[src/rtl/regs_pkg.sv]
// Shared types for the picoMIPS register-file write path.
// Both the arbiter and its testbench import this package.
package regs_pkg;

   localparam int DATA_W = 8;
   localparam int ADDR_W = 3;
   localparam int CNT_W  = 4;

   typedef logic        [ADDR_W-1:0] reg_addr_t;
   typedef logic signed [DATA_W-1:0] reg_data_t;

   typedef struct packed {
      logic      valid;
      reg_addr_t addr;
      reg_data_t data;
   } wr_req_t;

   typedef enum logic {
      NORMAL = 1'b0,
      FORCE1 = 1'b1
   } arb_state_e;

   typedef enum logic [1:0] {
      GNT_NONE = 2'd0,
      GNT_0    = 2'd1,
      GNT_1    = 2'd2
   } grant_e;

endpackage

[src/rtl/starve_counter.sv]
// Counts consecutive denied cycles of requester 1.
// Raises hit when the count is about to reach STARVE_MAX.
module starve_counter
   import regs_pkg::*;
#(
   parameter int STARVE_MAX = 3
) (
   input  logic             clk,
   input  logic             n_reset,
   input  logic             inc,
   input  logic             clr,
   output logic             hit,
   output logic [CNT_W-1:0] cnt
);

   // Compare against the incremented value so FORCE1 is entered on the
   // same edge where the count would reach STARVE_MAX.
   assign hit = inc && ((cnt + CNT_W'(1)) == CNT_W'(STARVE_MAX));

   always_ff @(posedge clk or negedge n_reset) begin
      if (!n_reset)
         cnt <= '0;
      else if (clr || hit)
         cnt <= '0;
      else if (inc)
         cnt <= cnt + CNT_W'(1);
   end

endmodule

[src/rtl/regs_wr_arbiter.sv]
// Arbitrates the single regs write port between ALU writeback (req0)
// and the I/O load path (req1); registers the winner and flags RAW hazards.
module regs_wr_arbiter
   import regs_pkg::*;
#(
   parameter int DATA_W     = regs_pkg::DATA_W,
   parameter int ADDR_W     = regs_pkg::ADDR_W,
   parameter int STARVE_MAX = 3
) (
   input  logic              clk,
   input  logic              n_reset,
   input  logic              req0_valid,
   input  logic [ADDR_W-1:0] req0_addr,
   input  logic [DATA_W-1:0] req0_data,
   output logic              req0_ready,
   input  logic              req1_valid,
   input  logic [ADDR_W-1:0] req1_addr,
   input  logic [DATA_W-1:0] req1_data,
   output logic              req1_ready,
   output logic              w,
   output logic [ADDR_W-1:0] Waddr,
   output logic [DATA_W-1:0] Wdata,
   input  logic [ADDR_W-1:0] Raddr1,
   input  logic [ADDR_W-1:0] Raddr2,
   output logic              haz1,
   output logic              haz2,
   output logic [1:0]        grant_id
);

   arb_state_e state, state_d;
   grant_e     grant_q;
   wr_req_t    r0, r1;
   logic       starve_hit;
   logic       starve_inc, starve_clr;

   assign r0 = '{valid: req0_valid, addr: req0_addr, data: req0_data};
   assign r1 = '{valid: req1_valid, addr: req1_addr, data: req1_data};

   assign starve_inc = (state == NORMAL) && r1.valid && !req1_ready;
   assign starve_clr = !r1.valid || req1_ready;

   starve_counter #(
      .STARVE_MAX(STARVE_MAX)
   ) u_starve (
      .clk     (clk),
      .n_reset (n_reset),
      .inc     (starve_inc),
      .clr     (starve_clr),
      .hit     (starve_hit),
      .cnt     ()
   );

   always_ff @(posedge clk or negedge n_reset) begin
      if (!n_reset)
         state <= NORMAL;
      else
         state <= state_d;
   end

   always_comb begin
      req0_ready = 1'b0;
      req1_ready = 1'b0;
      state_d    = NORMAL;
      case (state)
         NORMAL: begin
            if (r0.valid)
               req0_ready = 1'b1;
            else if (r1.valid)
               req1_ready = 1'b1;
            state_d = starve_hit ? FORCE1 : NORMAL;
         end
         FORCE1: begin
            if (r1.valid)
               req1_ready = 1'b1;
            else if (r0.valid)
               req0_ready = 1'b1;
            state_d = NORMAL;
         end
         default: state_d = NORMAL;
      endcase
   end

   // A granted write to $0 still completes the handshake but never asserts w.
   always_ff @(posedge clk or negedge n_reset) begin
      if (!n_reset) begin
         w       <= 1'b0;
         Waddr   <= '0;
         Wdata   <= '0;
         grant_q <= GNT_NONE;
      end else if (req0_ready) begin
         w       <= (r0.addr != '0);
         Waddr   <= r0.addr;
         Wdata   <= r0.data;
         grant_q <= GNT_0;
      end else if (req1_ready) begin
         w       <= (r1.addr != '0);
         Waddr   <= r1.addr;
         Wdata   <= r1.data;
         grant_q <= GNT_1;
      end else begin
         w       <= 1'b0;
         grant_q <= GNT_NONE;
      end
   end

   assign grant_id = grant_q;
   assign haz1 = w && (Waddr != '0) && (Raddr1 == Waddr);
   assign haz2 = w && (Waddr != '0) && (Raddr2 == Waddr);

endmodule
[config.mk]
export PLATFORM = sky130hd
export DESIGN_NAME = regs_wr_arbiter
export DESIGN_NICKNAME = d
export VERILOG_FILES = /design/src/rtl/regs_pkg.sv /design/src/rtl/starve_counter.sv /design/src/rtl/regs_wr_arbiter.sv
export SDC_FILE = /design/constraint.sdc
export NUM_CORES = 1
export LEC_CHECK = 0
export BUFFER_PORTS_ARGS = -buffer_cell sky130_fd_sc_hd__buf_2
export CORE_MARGIN = 2
export CORE_UTILIZATION = 41
export DETAILED_ROUTE_END_ITERATION = 10
export PLACE_DENSITY = 0.72
export SLEW_MARGIN = 20
export SYNTH_ARGS = -nofsm -noshare
export SYNTH_HDL_FRONTEND = slang
export SYNTH_SLANG_ARGS = --single-unit
[constraint.sdc]
create_clock -name clk -period 1 [get_ports clk]
set_input_delay 0.2 -clock clk [delete_from_list [all_inputs] [get_ports clk]]
set_output_delay 0.2 -clock clk [all_outputs]
set_load 0.005 [all_outputs]
==> results.toml <==
[grt]
grt-ovfl-total = 0
antenna_found_initial = 0
grt_max_degree = 20
grt_pass1_vias = 1035
grt_pass1_wl_um = 4320
track_usage_pct = 20.4

[floorplan]
core_mm2 = 0.00245
die_h_um = 54.7
initial_core_util_pct = 42.9
rows = 18
die-area_mm2 = 0.00299
ios = 50
die_width_um = 54.7

[clock_tree]
cts_buffer_depth = 2
cts_made_buffers = 3
clkTransAtPathRegs_ps = 120
tritoncts = "yes"
clk_latency_ps = 300
cts-htree-levels = 1
cts-root-buf = "clkbuf_4"
clock_sinks = 19

[synth]
synth_edf_count = 0
synth_flop_cell = "dfrtp_1"
syn-instance-count = 105
synth-warning-count = 0
synthArstFlopShare_pct = 100
avgSynthCellArea_um2 = 10.0
ys_seq_elements = 19
synth_cell_types = 25
syn_nets = 139
ys_seq_area_share_pct = 45.1
netlist_area_mm2 = 0.00105

[worst_setup_path]
timing.rr.start = "state"
r2r_end = "Wdata[5]"
worstPathRequired_ps = 800
crit_path_end_kind = "primary output"
crit_slowest_cell = "dfrtp_1"
path_cells = "nand2b_4 > o31a_1 > nor3_2 > buf_2"
max_stage_delay_ps = 390
critical_path_arrival_ps = 1340
ff2ff_setup_slack_ps = -250
r2r_cells = 6
critPathKind = "reg2out"
worstPathMaxFanout = 2
cp-start-kind = "flop"

[power_and_ir_drop]
powerDensity_mw_per_mm2 = 1040
intPower_mw = 1.33
p_leak_nw = 0.867
p_sw_mw = 0.565
pwr-share-seq_pct = 46.5
pwr-share-comb_pct = 31.9
p_clk_share_pct = 21.6
irDropWorstVdd_mv = 0.814
power.share.switching_pct = 29.9

[sta]
final-max-slew-violation-count = 0
max_freq_ghz = 0.649
setup_ws_ps = -540
post-route-period-util_pct = 154
slew_headroom_pct = 69.4
skew_ps = 4.50
min_period_ps = 1540
hold_viol = 0
setup_viol = 33
rsz0062_at_grt = "true"
worst_pin_slew_ps = 459

[worst_hold_path]
hold-path-endpoint = "Wdata[4]"
whs_path_depth = 3
worstHoldPathType = "in2reg"
hold_start = "req1_data[4]"

[flow_run]
cap_violations = 0

[drt]
drt-total-wl_um = 3230
ant_nets = 0
drt_iter0_markers = 12
viasPerCell = 5.04
vias = 1058
avgRoutedWirePerCell_um = 15.4
drt_pass1_iterations = 4
drc = 0

[place]
placed_cells = 193
place_ws_ps = -221
hpwl_um = 2030
port-buffer-count = 49
gp_congestion = 0.789
place_area_mm2 = 0.00144

[cells_and_area]
instances_no_fill = 210
nNetsFinal = 215
fin_area_mm2 = 0.00181
drive_gt1_share_pct = 70.6
diodes = 0
fillers = 176
syn_to_final_growth_pct = 71.9

[run_status]
failed_checks = "negative setup slack"
outcome = "complete, but fails checks"
==> how the worst max path moves through the flow <==
stage	from	end
CTS	Waddr[1]	haz2
global route	Waddr[1]	haz2
global placement	Waddr[1]	haz1
finish	Waddr[1]	haz1
floorplan	Waddr[1]	haz1
detailed placement	Waddr[1]	haz2
==> per-layer routing <==
layer  GRT usage [%]  routed length, um  vias to the layer above
met2            39.3               1770                       29
met1            21.4               1310                      505
met4            8.75                 13                        0
met5               0                  0                        -
met3            3.01                139                        2
li1                -                  -                      522
==> stage by stage <==
stage	total power, mW	TNS, ps	hold WS (ps)	util [%]
2_1_floorplan	1.10	-352	-95.6	-
3_3_place_gp	1.32	-1680	163	58.5
3_5_place_dp	1.34	-2050	168	58.5
4_1_cts	1.83	-4040	116	69.3
5_1_grt	1.99	-6860	111	73.8
6_report	1.89	-5630	112	73.8
==> power groups by stage <==
stage	combinational (mW)	clock (mW)	sequential, mW
final	0.604	0.409	0.879
after CTS	0.566	0.392	0.872
after floorplan	0.210	0	0.889
after global routing	0.652	0.451	0.884
after global placement	0.441	0	0.877
after detailed placement	0.455	0	0.882
==> final cells by class <==
| type | count | area (um2) | area share [%] |
|---|---|---|---|
| sequential | 19 | 480 | 26.5 |
| tap | 30 | 37.5 | 2.07 |
| inverter | 13 | 48.8 | 2.70 |
| multi-input combinational | 69 | 698 | 38.6 |
| timing repair buffer | 75 | 519 | 28.7 |
| clock buffer | 4 | 26.3 | 1.45 |
==> registers in the layout (all words and copies together), names as in the netlist <==
| register | flops |
|---|---|
| Waddr | 3 |
| u_starve.cnt | 4 |
| Wdata | 8 |
| w | 1 |
| state | 1 |
| grant_id | 2 |
==> cell usage after synthesis (all sizes together) (2+ instances only) <==
library cell   n  share of area (%)
xnor2          2                1.7
nand3          5                2.4
o31a           2                1.7
dfrtp         19                 45
and3           2                1.2
nor2           5                1.8
mux2          11                 12
inv           13                4.6
xor2           4                3.3
o22ai         11                6.5
ha             2                2.4
nor3           2               0.95
a21oi         13                6.2
nand2b         2                1.2
and2           2                1.4
buf            3                2.6
==> cells in the final DEF, fill, tap and decap left out, types with 2 or more instances in the layout <==
master    netlist  layout
nand2b_4        0       2
ha_4            0       2
dfrtp_1        19      15
clkbuf_4        0       3
a21oi_2         0      11
o31a_1          2       2
buf_2           1      46
dfrtp_2         0       4
inv_1          13      12
mux2_2         11      10
buf_6           2      15
nand3_1         5       3
a21oi_1        13       2
buf_4           0      12
o22ai_1        11       6
o22ai_2         0       5
nor2_1          5       2
nor3_2          0       2
xor2_1          4       4
xnor2_2         0       2
nor2_4          0       2
==> critical path: cells and delay by family (launching register included) <==
family,cells,cell delay (ps)
flip-flops,1,390
AND/OR/NAND/NOR,2,230
buffers and inverters,1,120
AO/OA/AOI/OAI,1,300
==> cell families after synthesis <==
kind of cell    Yosys count  synth area share [%]
compound gates           30                  17.6
xor+xnor                  6                  4.99
fa+ha+maj                 2                  2.37
buf+inv                  17                  7.60
flops                    19                  45.1
mux                      11                  11.8
simple gates             20                  10.6
==> what timing repair did <==
| item | CTS | global route |
|---|---|---|
| endpoints found under the setup margin | 32 | 35 |
| buffers inserted | 7 | 7 |
| hold endpoints to repair | 19 | 0 |
| resized for setup | 35 | 23 |
| hold buffers | 1 | 0 |
| pin swaps | 9 | 14 |
| gates cloned | 1 | 0 |
Note: power is estimated with default switching activity, not from simulation.
